### src/rtl/control32_mc_if.sv
// Control bus between control32_mc and the IR/ifetch unit and datapath.
// master: the control unit (drives strobes, samples decode inputs).
// slave:  the datapath side (drives IR fields, ALU flags and Mem_ready).
interface control32_mc_if #(
   parameter int IO_BITS   = 22,
   parameter int CNT_WIDTH = 32
);
   logic [5:0]           Opcode;
   logic [5:0]           Function_opcode;
   logic [IO_BITS-1:0]   Alu_resultHigh;
   logic                 Zero;
   logic                 Mem_ready;

   logic [2:0]           State;
   logic                 IRWrite;
   logic                 PCWrite;
   logic                 PCSrc;
   logic                 RegDST;
   logic                 ALUSrc;
   logic                 MemorIOtoReg;
   logic                 Jmp;
   logic                 Jal;
   logic                 Jrn;
   logic                 I_format;
   logic                 Sftmd;
   logic [1:0]           ALUOp;
   logic                 RegWrite;
   logic                 MemRead;
   logic                 MemWrite;
   logic                 IORead;
   logic                 IOWrite;
   logic                 Illegal;
   logic [CNT_WIDTH-1:0] Retired;

   modport master (
      input  Opcode, Function_opcode, Alu_resultHigh, Zero, Mem_ready,
      output State, IRWrite, PCWrite, PCSrc, RegDST, ALUSrc, MemorIOtoReg,
             Jmp, Jal, Jrn, I_format, Sftmd, ALUOp, RegWrite, MemRead,
             MemWrite, IORead, IOWrite, Illegal, Retired
   );

   modport slave (
      output Opcode, Function_opcode, Alu_resultHigh, Zero, Mem_ready,
      input  State, IRWrite, PCWrite, PCSrc, RegDST, ALUSrc, MemorIOtoReg,
             Jmp, Jal, Jrn, I_format, Sftmd, ALUOp, RegWrite, MemRead,
             MemWrite, IORead, IOWrite, Illegal, Retired
   );
endinterface

### src/rtl/control32_mc.sv
// Multi-cycle MIPS-subset control unit: level decode plus an
// IF/ID/EX/MEM/WB sequencer with a ready-stalled memory/IO phase and a
// retired-instruction counter.
module control32_mc #(
   parameter int                 IO_BITS   = 22,
   parameter logic [IO_BITS-1:0] IO_BASE   = {IO_BITS{1'b1}},
   parameter int                 CNT_WIDTH = 32
) (
   input  logic           clock,
   input  logic           reset,
   control32_mc_if.master bus
);

   typedef enum logic [2:0] {
      S_IF  = 3'd0,
      S_ID  = 3'd1,
      S_EX  = 3'd2,
      S_MEM = 3'd3,
      S_WB  = 3'd4
   } state_t;

   state_t               state, state_nxt;
   logic [CNT_WIDTH-1:0] retired;

   logic r_format, i_format, lw, sw, beq, bne, jmp, jal, jrn;
   logic funct_ok, legal, io;
   logic ir_write, pc_write, pc_src, reg_write;
   logic mem_read, mem_write, io_read, io_write;
   logic illegal, retire;

   // Opcode class decode, same meaning as the single-cycle unit.
   always_comb begin
      r_format = (bus.Opcode == 6'b000000);
      i_format = (bus.Opcode[5:3] == 3'b001);
      lw       = (bus.Opcode == 6'b100011);
      sw       = (bus.Opcode == 6'b101011);
      beq      = (bus.Opcode == 6'b000100);
      bne      = (bus.Opcode == 6'b000101);
      jmp      = (bus.Opcode == 6'b000010);
      jal      = (bus.Opcode == 6'b000011);
      jrn      = r_format && (bus.Function_opcode == 6'b001000);
   end

   // Supported R-format function codes.
   always_comb begin
      funct_ok = 1'b0;
      case (bus.Function_opcode)
         6'b100000, 6'b100001, 6'b100010, 6'b100011,
         6'b100100, 6'b100101, 6'b100110, 6'b100111,
         6'b101010, 6'b101011,
         6'b000000, 6'b000010, 6'b000011,
         6'b000100, 6'b000110, 6'b000111,
         6'b001000: funct_ok = 1'b1;
         default:   funct_ok = 1'b0;
      endcase
   end

   assign legal = (r_format && funct_ok) || i_format || lw || sw ||
                  beq || bne || jmp || jal;

   // I/O space is selected purely by the high ALU-result bits.
   assign io = (bus.Alu_resultHigh == IO_BASE);

   // Level decode outputs: independent of state.
   assign bus.RegDST       = r_format;
   assign bus.ALUSrc       = i_format || lw || sw;
   assign bus.MemorIOtoReg = lw;
   assign bus.Jmp          = jmp;
   assign bus.Jal          = jal;
   assign bus.Jrn          = jrn;
   assign bus.I_format     = i_format;
   assign bus.Sftmd        = r_format && (bus.Function_opcode[5:3] == 3'b000);
   assign bus.ALUOp        = {r_format || i_format, beq || bne};

   // State register; reset abandons any instruction in flight.
   always_ff @(posedge clock) begin
      if (reset) state <= S_IF;
      else       state <= state_nxt;
   end

   // Next-state and state-gated strobes.
   always_comb begin
      state_nxt = S_IF;
      ir_write  = 1'b0;
      pc_write  = 1'b0;
      pc_src    = 1'b0;
      reg_write = 1'b0;
      mem_read  = 1'b0;
      mem_write = 1'b0;
      io_read   = 1'b0;
      io_write  = 1'b0;
      illegal   = 1'b0;
      retire    = 1'b0;
      case (state)
         S_IF: begin
            ir_write  = 1'b1;
            state_nxt = S_ID;
         end
         S_ID: begin
            if (!legal) begin
               // Refetch from the same PC; nothing retires.
               illegal   = 1'b1;
               state_nxt = S_IF;
            end else begin
               state_nxt = S_EX;
            end
         end
         S_EX: begin
            if (beq || bne) begin
               pc_write  = 1'b1;
               pc_src    = (beq && bus.Zero) || (bne && !bus.Zero);
               retire    = 1'b1;
               state_nxt = S_IF;
            end else if (jmp || jrn) begin
               // Jmp/Jrn steer the target mux in the datapath.
               pc_write  = 1'b1;
               retire    = 1'b1;
               state_nxt = S_IF;
            end else if (lw || sw) begin
               state_nxt = S_MEM;
            end else begin
               state_nxt = S_WB;
            end
         end
         S_MEM: begin
            // Strobe is held until the access completes; no timeout.
            if (lw) begin
               io_read  = io;
               mem_read = !io;
            end
            if (sw) begin
               io_write  = io;
               mem_write = !io;
            end
            if (!bus.Mem_ready) begin
               state_nxt = S_MEM;
            end else if (lw) begin
               state_nxt = S_WB;
            end else if (sw) begin
               pc_write  = 1'b1;
               retire    = 1'b1;
               state_nxt = S_IF;
            end else begin
               state_nxt = S_IF;
            end
         end
         S_WB: begin
            reg_write = 1'b1;
            pc_write  = 1'b1;
            retire    = 1'b1;
            state_nxt = S_IF;
         end
         default: state_nxt = S_IF;
      endcase
   end

   // Retired-instruction counter, wraps naturally at 2^CNT_WIDTH.
   always_ff @(posedge clock) begin
      if (reset)       retired <= '0;
      else if (retire) retired <= retired + 1'b1;
   end

   // Side-effecting strobes are suppressed while reset is asserted so an
   // abandoned instruction cannot commit anything in the reset cycle.
   assign bus.State    = state;
   assign bus.IRWrite  = ir_write;
   assign bus.PCWrite  = pc_write  && !reset;
   assign bus.PCSrc    = pc_src;
   assign bus.RegWrite = reg_write && !reset;
   assign bus.MemRead  = mem_read  && !reset;
   assign bus.MemWrite = mem_write && !reset;
   assign bus.IORead   = io_read   && !reset;
   assign bus.IOWrite  = io_write  && !reset;
   assign bus.Illegal  = illegal;
   assign bus.Retired  = retired;

endmodule

### src/flat_wrapper.sv
// flat-port wrapper written by rule: the top's interface ports become plain ports
module control32_mc_flat 
#(
   parameter int                 IO_BITS   = 22,
   parameter logic [IO_BITS-1:0] IO_BASE   = {IO_BITS{1'b1}},
   parameter int                 CNT_WIDTH = 32
)
  (clock, reset, bus_Opcode, bus_Function_opcode, bus_Alu_resultHigh, bus_Zero, bus_Mem_ready, bus_State, bus_IRWrite, bus_PCWrite, bus_PCSrc, bus_RegDST, bus_ALUSrc, bus_MemorIOtoReg, bus_Jmp, bus_Jal, bus_Jrn, bus_I_format, bus_Sftmd, bus_ALUOp, bus_RegWrite, bus_MemRead, bus_MemWrite, bus_IORead, bus_IOWrite, bus_Illegal, bus_Retired);
  control32_mc_if #(.IO_BITS(IO_BITS), .CNT_WIDTH(CNT_WIDTH)) bus_i ();
  input  logic clock;
  input  logic reset;
  input wire logic [$bits(bus_i.Opcode)-1:0] bus_Opcode;
  input wire logic [$bits(bus_i.Function_opcode)-1:0] bus_Function_opcode;
  input wire logic [$bits(bus_i.Alu_resultHigh)-1:0] bus_Alu_resultHigh;
  input wire logic [$bits(bus_i.Zero)-1:0] bus_Zero;
  input wire logic [$bits(bus_i.Mem_ready)-1:0] bus_Mem_ready;
  output wire logic [$bits(bus_i.State)-1:0] bus_State;
  output wire logic [$bits(bus_i.IRWrite)-1:0] bus_IRWrite;
  output wire logic [$bits(bus_i.PCWrite)-1:0] bus_PCWrite;
  output wire logic [$bits(bus_i.PCSrc)-1:0] bus_PCSrc;
  output wire logic [$bits(bus_i.RegDST)-1:0] bus_RegDST;
  output wire logic [$bits(bus_i.ALUSrc)-1:0] bus_ALUSrc;
  output wire logic [$bits(bus_i.MemorIOtoReg)-1:0] bus_MemorIOtoReg;
  output wire logic [$bits(bus_i.Jmp)-1:0] bus_Jmp;
  output wire logic [$bits(bus_i.Jal)-1:0] bus_Jal;
  output wire logic [$bits(bus_i.Jrn)-1:0] bus_Jrn;
  output wire logic [$bits(bus_i.I_format)-1:0] bus_I_format;
  output wire logic [$bits(bus_i.Sftmd)-1:0] bus_Sftmd;
  output wire logic [$bits(bus_i.ALUOp)-1:0] bus_ALUOp;
  output wire logic [$bits(bus_i.RegWrite)-1:0] bus_RegWrite;
  output wire logic [$bits(bus_i.MemRead)-1:0] bus_MemRead;
  output wire logic [$bits(bus_i.MemWrite)-1:0] bus_MemWrite;
  output wire logic [$bits(bus_i.IORead)-1:0] bus_IORead;
  output wire logic [$bits(bus_i.IOWrite)-1:0] bus_IOWrite;
  output wire logic [$bits(bus_i.Illegal)-1:0] bus_Illegal;
  output wire logic [$bits(bus_i.Retired)-1:0] bus_Retired;
  assign bus_i.Opcode = bus_Opcode;
  assign bus_i.Function_opcode = bus_Function_opcode;
  assign bus_i.Alu_resultHigh = bus_Alu_resultHigh;
  assign bus_i.Zero = bus_Zero;
  assign bus_i.Mem_ready = bus_Mem_ready;
  assign bus_State = bus_i.State;
  assign bus_IRWrite = bus_i.IRWrite;
  assign bus_PCWrite = bus_i.PCWrite;
  assign bus_PCSrc = bus_i.PCSrc;
  assign bus_RegDST = bus_i.RegDST;
  assign bus_ALUSrc = bus_i.ALUSrc;
  assign bus_MemorIOtoReg = bus_i.MemorIOtoReg;
  assign bus_Jmp = bus_i.Jmp;
  assign bus_Jal = bus_i.Jal;
  assign bus_Jrn = bus_i.Jrn;
  assign bus_I_format = bus_i.I_format;
  assign bus_Sftmd = bus_i.Sftmd;
  assign bus_ALUOp = bus_i.ALUOp;
  assign bus_RegWrite = bus_i.RegWrite;
  assign bus_MemRead = bus_i.MemRead;
  assign bus_MemWrite = bus_i.MemWrite;
  assign bus_IORead = bus_i.IORead;
  assign bus_IOWrite = bus_i.IOWrite;
  assign bus_Illegal = bus_i.Illegal;
  assign bus_Retired = bus_i.Retired;
  control32_mc #(.IO_BITS(IO_BITS), .IO_BASE(IO_BASE), .CNT_WIDTH(CNT_WIDTH)) u_core (.clock(clock), .reset(reset), .bus(bus_i));
endmodule
### config.mk
export PLATFORM = sky130hd
export DESIGN_NAME = control32_mc_flat
export DESIGN_NICKNAME = d
export VERILOG_FILES = /design/src/rtl/control32_mc_if.sv /design/src/rtl/control32_mc.sv /design/src/flat_wrapper.sv
export SDC_FILE = /design/constraint.sdc
export NUM_CORES = 1
export LEC_CHECK = 0
export BUFFER_PORTS_ARGS = -buffer_cell sky130_fd_sc_hd__buf_2
export CAP_MARGIN = 20
export CORE_UTILIZATION = 45
export DETAILED_ROUTE_END_ITERATION = 16
export GPL_TIMING_DRIVEN = 0
export PLACE_DENSITY_LB_ADDON = 0.15
export RECOVER_POWER = 50
export SLEW_MARGIN = 0
export SYNTH_ARGS = -nofsm -noshare
export SYNTH_HDL_FRONTEND = slang
export SYNTH_SLANG_ARGS = --single-unit
### constraint.sdc
create_clock -name clock -period 2.73 [get_ports clock]
set_clock_uncertainty 0.1 [all_clocks]
set_input_delay 0.1365 -clock clock [delete_from_list [all_inputs] [get_ports clock]]
set_output_delay 0.1365 -clock clock [all_outputs]
set_load 0.005 [all_outputs]
After elaboration in Yosys (flattened, before gate mapping)
Memories as Yosys holds them, arrays and structs flattened.
Cells that the tools add are included.
{"block": "totals", "output_inout_bits": 54, "mem_bits_ro": 64, "mem_count": 1, "regBits": 35}
{"block": "classes", "n_mux": 27, "addsub": 1, "reduce_logical": 31, "eq_ne": 13}
{"memory": "(name not given)", "words": 64, "word_bits": 1, "read_ports": 1, "rd_ports_with_merged_regs": 0, "write_ports": 0, "line_no": "control32_mc.sv:47", "source": "case (bus.Function_opcode)"}
{"operator": "$add 32x1->32 const B", "n": 1}
{"operator": "$eq 22x22->1 const B", "n": 1}
{"operator": "$mux 1", "n": 19}
{"operator": "$mux 3", "n": 5}
{"operator": "$logic_or 1x1->1", "n": 14}
{"operator": "$eq 6x2->1 const B", "n": 2}
{"operator": "$eq 6x3->1 const B", "n": 2}
{"operator": "$eq 6x6->1 const B", "n": 2}
{"operator": "$pmux 3 s4", "n": 1}
{"operator": "$logic_and 1x1->1", "n": 11}
{"operator": "$eq 3x1->1 const B", "n": 2}
{"operator": "$eq 3x2->1 const B", "n": 2}
{"operator": "$eq 6x4->1 const B", "n": 1}
{"operator": "$logic_not 3->1", "n": 2}
{"operator": "$logic_not 6->1", "n": 1}
{"operator": "$eq 3x3->1 const B", "n": 1}
{"operator": "$logic_not 1->1", "n": 3}
{"operator": "$pmux 1 s3", "n": 1}
{"operator": "$mux 2", "n": 1}

Longest topological paths before layout
Gate-level depths: netlist of run 1.
{"block": "logic_depth", "ltp_word": 11, "ltp_mapped": 9, "depth_no_buf": 6}

Worst setup path before layout of run 1
No wires, ideal clock.
{"block": "synth_path", "path_kind": "reg-to-reg", "startpoint": "register u_core.state[1], in the netlist u_core.bus.State[1]", "endpoint": "register u_core.retired[31], in the netlist u_core.bus.Retired[31]", "slack_ns": 0.520, "path_stages_with_launch": 9, "arrival_time_ns": 1.986, "synth_period_minus_slack_ns": 2.210, "cell_sequence": "dfxtp_1 buf_6 inv_1 or3_4 o32ai_2 buf_6 o2111ai_4 nor3_1 mux2_1"}
{"block": "synth_via", "elab_chain_len": 2, "word_cells_on_any_way": 4, "classes_between": "3 x eq/ne; 1 x mux"}
{"element": "start, declared", "line_no": "control32_mc.sv:22", "source": "state_t state, state_nxt;"}
{"element": "start signal, assigned", "line_no": "control32_mc.sv:78", "source": "else state <= state_nxt;"}
{"element": "$eq 3x3->1 / $eq 3x2->1 (equally long branches)", "line_no": "control32_mc.sv:94", "source": "case (state)"}
{"element": "$pmux 1 s3 (*)", "line_no": "control32_mc.sv:94"}
{"element": "end signal, assigned", "line_no": "control32_mc.sv:160", "source": "else if (retire) retired <= retired + 1'b1;"}
{"element": "end, declared", "line_no": "control32_mc.sv:23", "source": "logic [CNT_WIDTH-1:0] retired;"}
Mark *: on every way between the ends. The rest lies on a longest branch, timed or not.
A chain may end at the register's enable or synchronous reset.

Worst setup path after layout of run 1
{"block": "layout_path", "startpoint": "register u_core.retired[3], in the netlist u_core.bus.Retired[3]", "endpoint": "register u_core.retired[30], in the netlist u_core.bus.Retired[30]"}
{"block": "layout_via", "elab_chain_len": 1}
{"element": "$add 32x1->32", "line_no": "control32_mc.sv:160"}
Every way passes these cells.

==> flow_summary_export.csv, run 1 <==
group,metric,value,unit
synth,synth_nets,310,
placement,place_ws,0.370,ns
cells_and_area,final_nets,406,
grt,grt_pass1_wl,9.41,mm
timing,setup_tns,0,ns
grt,grt_pass1_vias,2195,
worst_setup_path,crit_path_max_fanout,7,
synth,ys.flop_type,"dfxtp_1",
cells_and_area,nFillCells,431,
detailed_routing,vias_per_cell,5.44,
timing,fmax,422,MHz
clock_tree,h-tree-depth,2,
clock_tree,clk_pin_slew,0.07,ns
synth,netlist_area,2160,sq um
outcome,violations,"design-rule violations",
detailed_routing,postRouteAntennaNets,0,
timing,drv_slew,0,
detailed_routing,firstDrtPassIters,11,
outcome,outcome,"finished, violations left",
floorplan,die_area,5080,sq um
grt,antenna_found_initial,0,
run,max_cap_viol_count,0,
floorplan,core,4470,sq um
clock_tree,cts_sinks,35,
placement,place_area,2670,sq um
clock_tree,cts_hold_buf,0,
detailed_routing,wl,5.44,mm
cells_and_area,drive_gt1_share,27.7,%
cells_and_area,syn_to_final_growth,26.1,%
worst_setup_path,r2r_cells,7,
timing,fin_crit_sh,86.7,%
timing,worst_pin_slew,0.470,ns
placement,hpwl,4.20,mm
clock_tree,cts-resized-gates,0,
worst_setup_path,worstSetupStartpointType,"flop",
power_and_ir_drop,ir_drop,0.198,mV
detailed_routing,drt-initial-drc-count,126,
synth,yosysWarnings,0,
floorplan,die_w,71.3,um
detailed_routing,drcViolationCount,2,
detailed_routing,dr_total_vias,2285,
power_and_ir_drop,p_leak,1.14,nW
grt,track_usage,23.0,%
floorplan,initial_core_util,48.2,%
timing,rsz0062_at_grt,"no",
clock_tree,cts_tree,"built",
synth,synth_cell_types,50,
worst_setup_path,path_class,"reg2reg",
clock_tree,worstSkewPairLatency,0.29,ns
timing,maxSlewHeadroom,68.4,%
cells_and_area,mostFrequentLayoutCells,"buf_2, dfxtp_1, nor2_1, clkbuf_1, a21oi_1",
cells_and_area,diodes,0,
floorplan,dieHeight,71.3,um
timing,final.min_clock_period,2.37,ns
clock_tree,cts_root_buf,"clkbuf_8",
placement,gp_routability_congestion,0.804,
grt,grt_max_degree,11,
worst_setup_path,end_kind,"flop",
timing,finalSetupViolCount,0,
grt,overflow,0,
synth,syn-instance-count,271,
worst_setup_path,cp_data_arrival_time,2.49,ns
cells_and_area,layout_commonest_cell,"buf_2",
synth,synth_edf_count,0,
power_and_ir_drop,finalPower,1.01,mW
cells_and_area,post-route-util,60.9,%
worst_hold_path,hold_depth,3,
synth,avgSynthCellArea,7.96,sq um
cells_and_area,fin_area,2720,sq um
synth,ys_ff_latch,35,
power_and_ir_drop,p_per_area,370,nW/um^2
timing,final-hold-violation-count,0,
synth,synth_seq_area_share,32.5,%
worst_hold_path,hold_path.class,"in2reg",
placement,port_buffers,89,
timing,setup_ws,0.363,ns
detailed_routing,wl_per_cell,12.9,um
floorplan,io_pins,92,
worst_setup_path,critPathRequiredTime,2.85,ns
clock_tree,cts_buffers,5,
floorplan,num_rows,24,
synth,async_reset_ff_share,0,%
clock_tree,postCtsSetupRepairBufs,0,
clock_tree,cts_buffer_depth,2,
-- metrics by stage --
step / hold WS, ns / std cells
2_1_floorplan: 0.207 / 271
3_3_place_gp: 0.331 / 412
3_5_place_dp: 0.331 / 412
4_1_cts: 0.0247 / 420
5_1_grt: 0.0467 / 420
6_report: 0.0288 / 420
-- Yosys cell counts, types with 8 or more instances --
cell type | count | share of area [%]
nor3_1 | 8 | 1.9
and3_1 | 10 | 2.9
a21oi_1 | 22 | 5.1
nand4_1 | 13 | 3.8
nor2_1 | 27 | 4.7
xor2_1 | 9 | 3.7
o21ai_1 | 8 | 1.9
nand2_1 | 20 | 3.5
or3_1 | 19 | 5.5
o21ai_0 | 19 | 4.4
inv_1 | 9 | 1.6
dfxtp_1 | 35 | 32
-- layer usage --
metal / wire [um] / global-route usage (%) / up-vias
met5: 0 / 0 / -
met4: 87 / 9.56 / 0
met3: 223 / 4.08 / 8
met2: 2590 / 39.7 / 55
met1: 2540 / 28.3 / 1040
li1: - / - / 1182
-- final cells by class --
class / count / area (sq um) / share of cell area, %
Buffer: 16 / 136 / 5.01
Clock buffer: 7 / 76.3 / 2.80
Clock inverter: 1 / 5.00 / 0.184
Inverter: 9 / 33.8 / 1.24
Multi-Input combinational cell: 211 / 1280 / 47.1
Sequential cell: 35 / 701 / 25.7
Tap cell: 52 / 65.1 / 2.39
Timing Repair Buffer: 89 / 423 / 15.5
-- power breakdown --
part	switching, mW	internal (mW)
Combinational	0.0651	0.0603
Clock	0.183	0.179
Sequential	0.00415	0.515
-- final timing paths --
kind / slack (ns) / startpoint / endpoint
max: 0.36 / u_core.bus.Retired[3]$_SDFFE_PP0P_ / u_core.bus.Retired[30]$_SDFFE_PP0P_
min: 0.03 / reset / u_core.bus.State[0]$_SDFF_PP0_
min reg2reg: 0.40 / u_core.bus.Retired[29]$_SDFFE_PP0P_ / u_core.bus.Retired[29]$_SDFFE_PP0P_
max reg2reg: 0.36 / u_core.bus.Retired[3]$_SDFFE_PP0P_ / u_core.bus.Retired[30]$_SDFFE_PP0P_
-- kinds of logic after synthesis --
group	Yosys count	share of synthesized area (%)
compound gates	66	19.2
xor+xnor	11	4.46
fa+ha+maj	1	0.580
buf+inv	25	7.88
flops	35	32.5
mux	3	1.45
simple gates	130	34.0
-- registers in the layout, indices dropped and copies added (netlist names) --
signal / count
u_core.bus.Retired: 32
u_core.bus.State: 3
-- critical path, cell delays in order (launching register included) --
cell,delay (ns)
dfxtp_1,0.43
and4_1,0.21
buf_4,0.14
nand2_2,0.08
nor4_2,0.48
or3b_1,0.40
or3_1,0.31
a21oi_1,0.14
Note: power is estimated with default switching activity, not from simulation.
==> run 2: changes to the inputs <==
--- a/config.mk
+++ b/config.mk
@@ -8,6 +8,7 @@
 export BUFFER_PORTS_ARGS = -buffer_cell sky130_fd_sc_hd__buf_2
 export CAP_MARGIN = 20
 export CORE_UTILIZATION = 45
+export CTS_BUF_LIST = sky130_fd_sc_hd__clkbuf_8
 export DETAILED_ROUTE_END_ITERATION = 16
 export GPL_TIMING_DRIVEN = 0
 export PLACE_DENSITY_LB_ADDON = 0.15
==> flow_summary_export.csv, run 2 (synthesis results as in run 1) <==
group,metric,value,unit
outcome,outcome,"finished, violations left",
outcome,violations,"design-rule violations",
cells_and_area,layout_commonest_cell,"buf_2",
power_and_ir_drop,p_int,0.747,mW
cells_and_area,mostFrequentLayoutCells,"buf_2, dfxtp_1, nor2_1, a21oi_1, clkbuf_1",
floorplan,num_rows,24,
power_and_ir_drop,ir_drop,0.190,mV
detailed_routing,drcViolationCount,2,
run,max_cap_viol_count,0,
floorplan,core,4470,sq um
timing,fin_crit_sh,87.0,%
worst_hold_path,hold_path.class,"in2reg",
power_and_ir_drop,switchingPower,0.252,mW
grt,antenna_found_initial,0,
floorplan,io_pins,92,
grt,grt_pass1_vias,2195,
placement,gp_routability_congestion,0.804,
timing,rsz0062_at_grt,"no",
worst_setup_path,end_kind,"flop",
worst_setup_path,critPathSlowestCell,"nor4_2",
detailed_routing,firstDrtPassIters,10,
worst_setup_path,crit_buf_inv,1,
worst_setup_path,r2r_start,"u_core.bus.Retired[3]$_SDFFE_PP0P_",
detailed_routing,wl_per_cell,13.0,um
placement,hpwl,4.20,mm
clock_tree,cts_hold_buf,0,
timing,drv_slew,0,
timing,maxSlewHeadroom,68.0,%
floorplan,die_w,71.3,um
grt,grt_max_degree,11,
worst_hold_path,hold_depth,3,
floorplan,dieHeight,71.3,um
timing,final-hold-violation-count,0,
worst_setup_path,critical_path.top_delay_family,"simple AND/OR/NAND/NOR gates",
power_and_ir_drop,p_leak,1.15,nW
detailed_routing,dr_total_vias,2288,
cells_and_area,drive_gt1_share,27.7,%
worst_setup_path,crit_chain,"and4_1, buf_4, nand2_2, nor4_2, or3b_1, or3_1, a21oi_1",
power_and_ir_drop,seq_power_share,52.0,%
timing,worst_pin_slew,0.476,ns
worst_setup_path,r2r_cells,7,
grt,grt_pass1_wl,9.41,mm
clock_tree,worstSkewPairLatency,0.29,ns
cells_and_area,final_nets,406,
worst_setup_path,cp_data_arrival_time,2.50,ns
clock_tree,postCtsSetupRepairBufs,0,
grt,track_usage,23.0,%
worst_setup_path,cp.depth,7,
clock_tree,cts-resized-gates,0,
cells_and_area,syn_to_final_growth,26.1,%
cells_and_area,stdcell_count,420,
worst_setup_path,critPathRequiredTime,2.85,ns
worst_setup_path,path_class,"reg2reg",
power_and_ir_drop,p_per_area,367,nW/um^2
clock_tree,cts_buffers,5,
clock_tree,clk_pin_slew,0.07,ns
placement,placedCellCount,412,
detailed_routing,drt-initial-drc-count,138,
power_and_ir_drop,pwr-share-clk,35.5,%
floorplan,die_area,5080,sq um
worst_setup_path,rrSetupSlack,0.36,ns
timing,final.min_clock_period,2.37,ns
timing,finalSetupViolCount,0,
floorplan,initial_core_util,48.2,%
cells_and_area,largest_reg_flops,32,
clock_tree,cts_sinks,35,
timing,fmax,421,MHz
clock_tree,cts_root_buf,"clkbuf_8",
clock_tree,cts_buffer_depth,2,
worst_setup_path,worstSetupStartpointType,"flop",
power_and_ir_drop,netSwitchingFraction,25.3,%
power_and_ir_drop,p_comb_share,12.6,%
worst_setup_path,reg2reg_to,"u_core.bus.Retired[30]$_SDFFE_PP0P_",
cells_and_area,nFillCells,431,
placement,port_buffers,89,
clock_tree,cts_tree,"built",
cells_and_area,diodes,0,
clock_tree,h-tree-depth,2,
detailed_routing,postRouteAntennaNets,0,
worst_setup_path,crit_path_max_fanout,7,
worst_setup_path,endpoint,"u_core.bus.Retired[30]$_SDFFE_PP0P_",
detailed_routing,wl,5.45,mm
grt,overflow,0,
detailed_routing,vias_per_cell,5.45,
timing,setup_tns,0,ns
worst_setup_path,cpPeakStageDelay,0.49,ns
worst_setup_path,cp-startpoint,"u_core.bus.Retired[3]$_SDFFE_PP0P_",
-- run 2: changes by cell type in the layout (fill, tap and decap cells not counted), sizes merged --
cell and delta:
clkbuf -2, inv +2
-- run 2: worst min-delay path, cell delays in order --
cell,delay [ns]
buf_2,0.09
nor2_1,0.04
o311a_1,0.11
-- run 2: cell type report --
class	count	area, sq um	share of cell area, %
multi-input cells	211	1280	47.1
flip-flops and latches	35	701	25.7
repair buffers	89	423	15.5
plain buffers	16	136	5.01
clock buffers	5	68.8	2.53
well taps	52	65.1	2.39
inverters	9	33.8	1.24
clock inverters	3	12.5	0.460
-- run 2: worst min path at each step --
stage / startpoint / slack, ns / end
2_1_floorplan: bus_Function_opcode[5] / 0.21 / bus_Sftmd
3_3_place_gp: reset / 0.33 / u_core.bus.State[0]$_SDFF_PP0_
3_5_place_dp: reset / 0.33 / u_core.bus.State[0]$_SDFF_PP0_
4_1_cts: reset / 0.02 / u_core.bus.State[0]$_SDFF_PP0_
5_1_grt: reset / 0.05 / u_core.bus.State[0]$_SDFF_PP0_
6_report: reset / 0.03 / u_core.bus.State[0]$_SDFF_PP0_
-- run 2: stage by stage --
step | util [%] | cell area [sq um] | power [mW] | hold WS (ns) | setup WS (ns)
2_1_floorplan | - | 2160 | 0.603 | 0.207 | 0.520
3_3_place_gp | 59.6 | 2670 | 0.656 | 0.331 | 0.387
3_5_place_dp | 59.6 | 2670 | 0.658 | 0.331 | 0.370
4_1_cts | 61.5 | 2750 | 1.02 | 0.0247 | 0.335
5_1_grt | 60.9 | 2720 | 1.05 | 0.0467 | 0.180
6_report | 60.9 | 2720 | 0.999 | 0.0293 | 0.356
-- run 2: power groups by stage --
stage          Sequential (mW)  Combinational (mW)  Clock, mW
6_report                 0.519               0.126      0.354
3_5_place_dp             0.531               0.128          0
2_1_floorplan            0.530              0.0724          0
5_1_grt                  0.520               0.141      0.385
4_1_cts                  0.519               0.128      0.369
3_3_place_gp             0.530               0.126          0
-- run 2: layer usage --
metal  share of wire, %  track usage (%)  up-vias
met1                 46             28.3     1039
met4                2.4             9.56        0
met3                3.9             4.08       12
met5                  0                0        -
li1                   -                -     1181
met2                 47             39.7       56
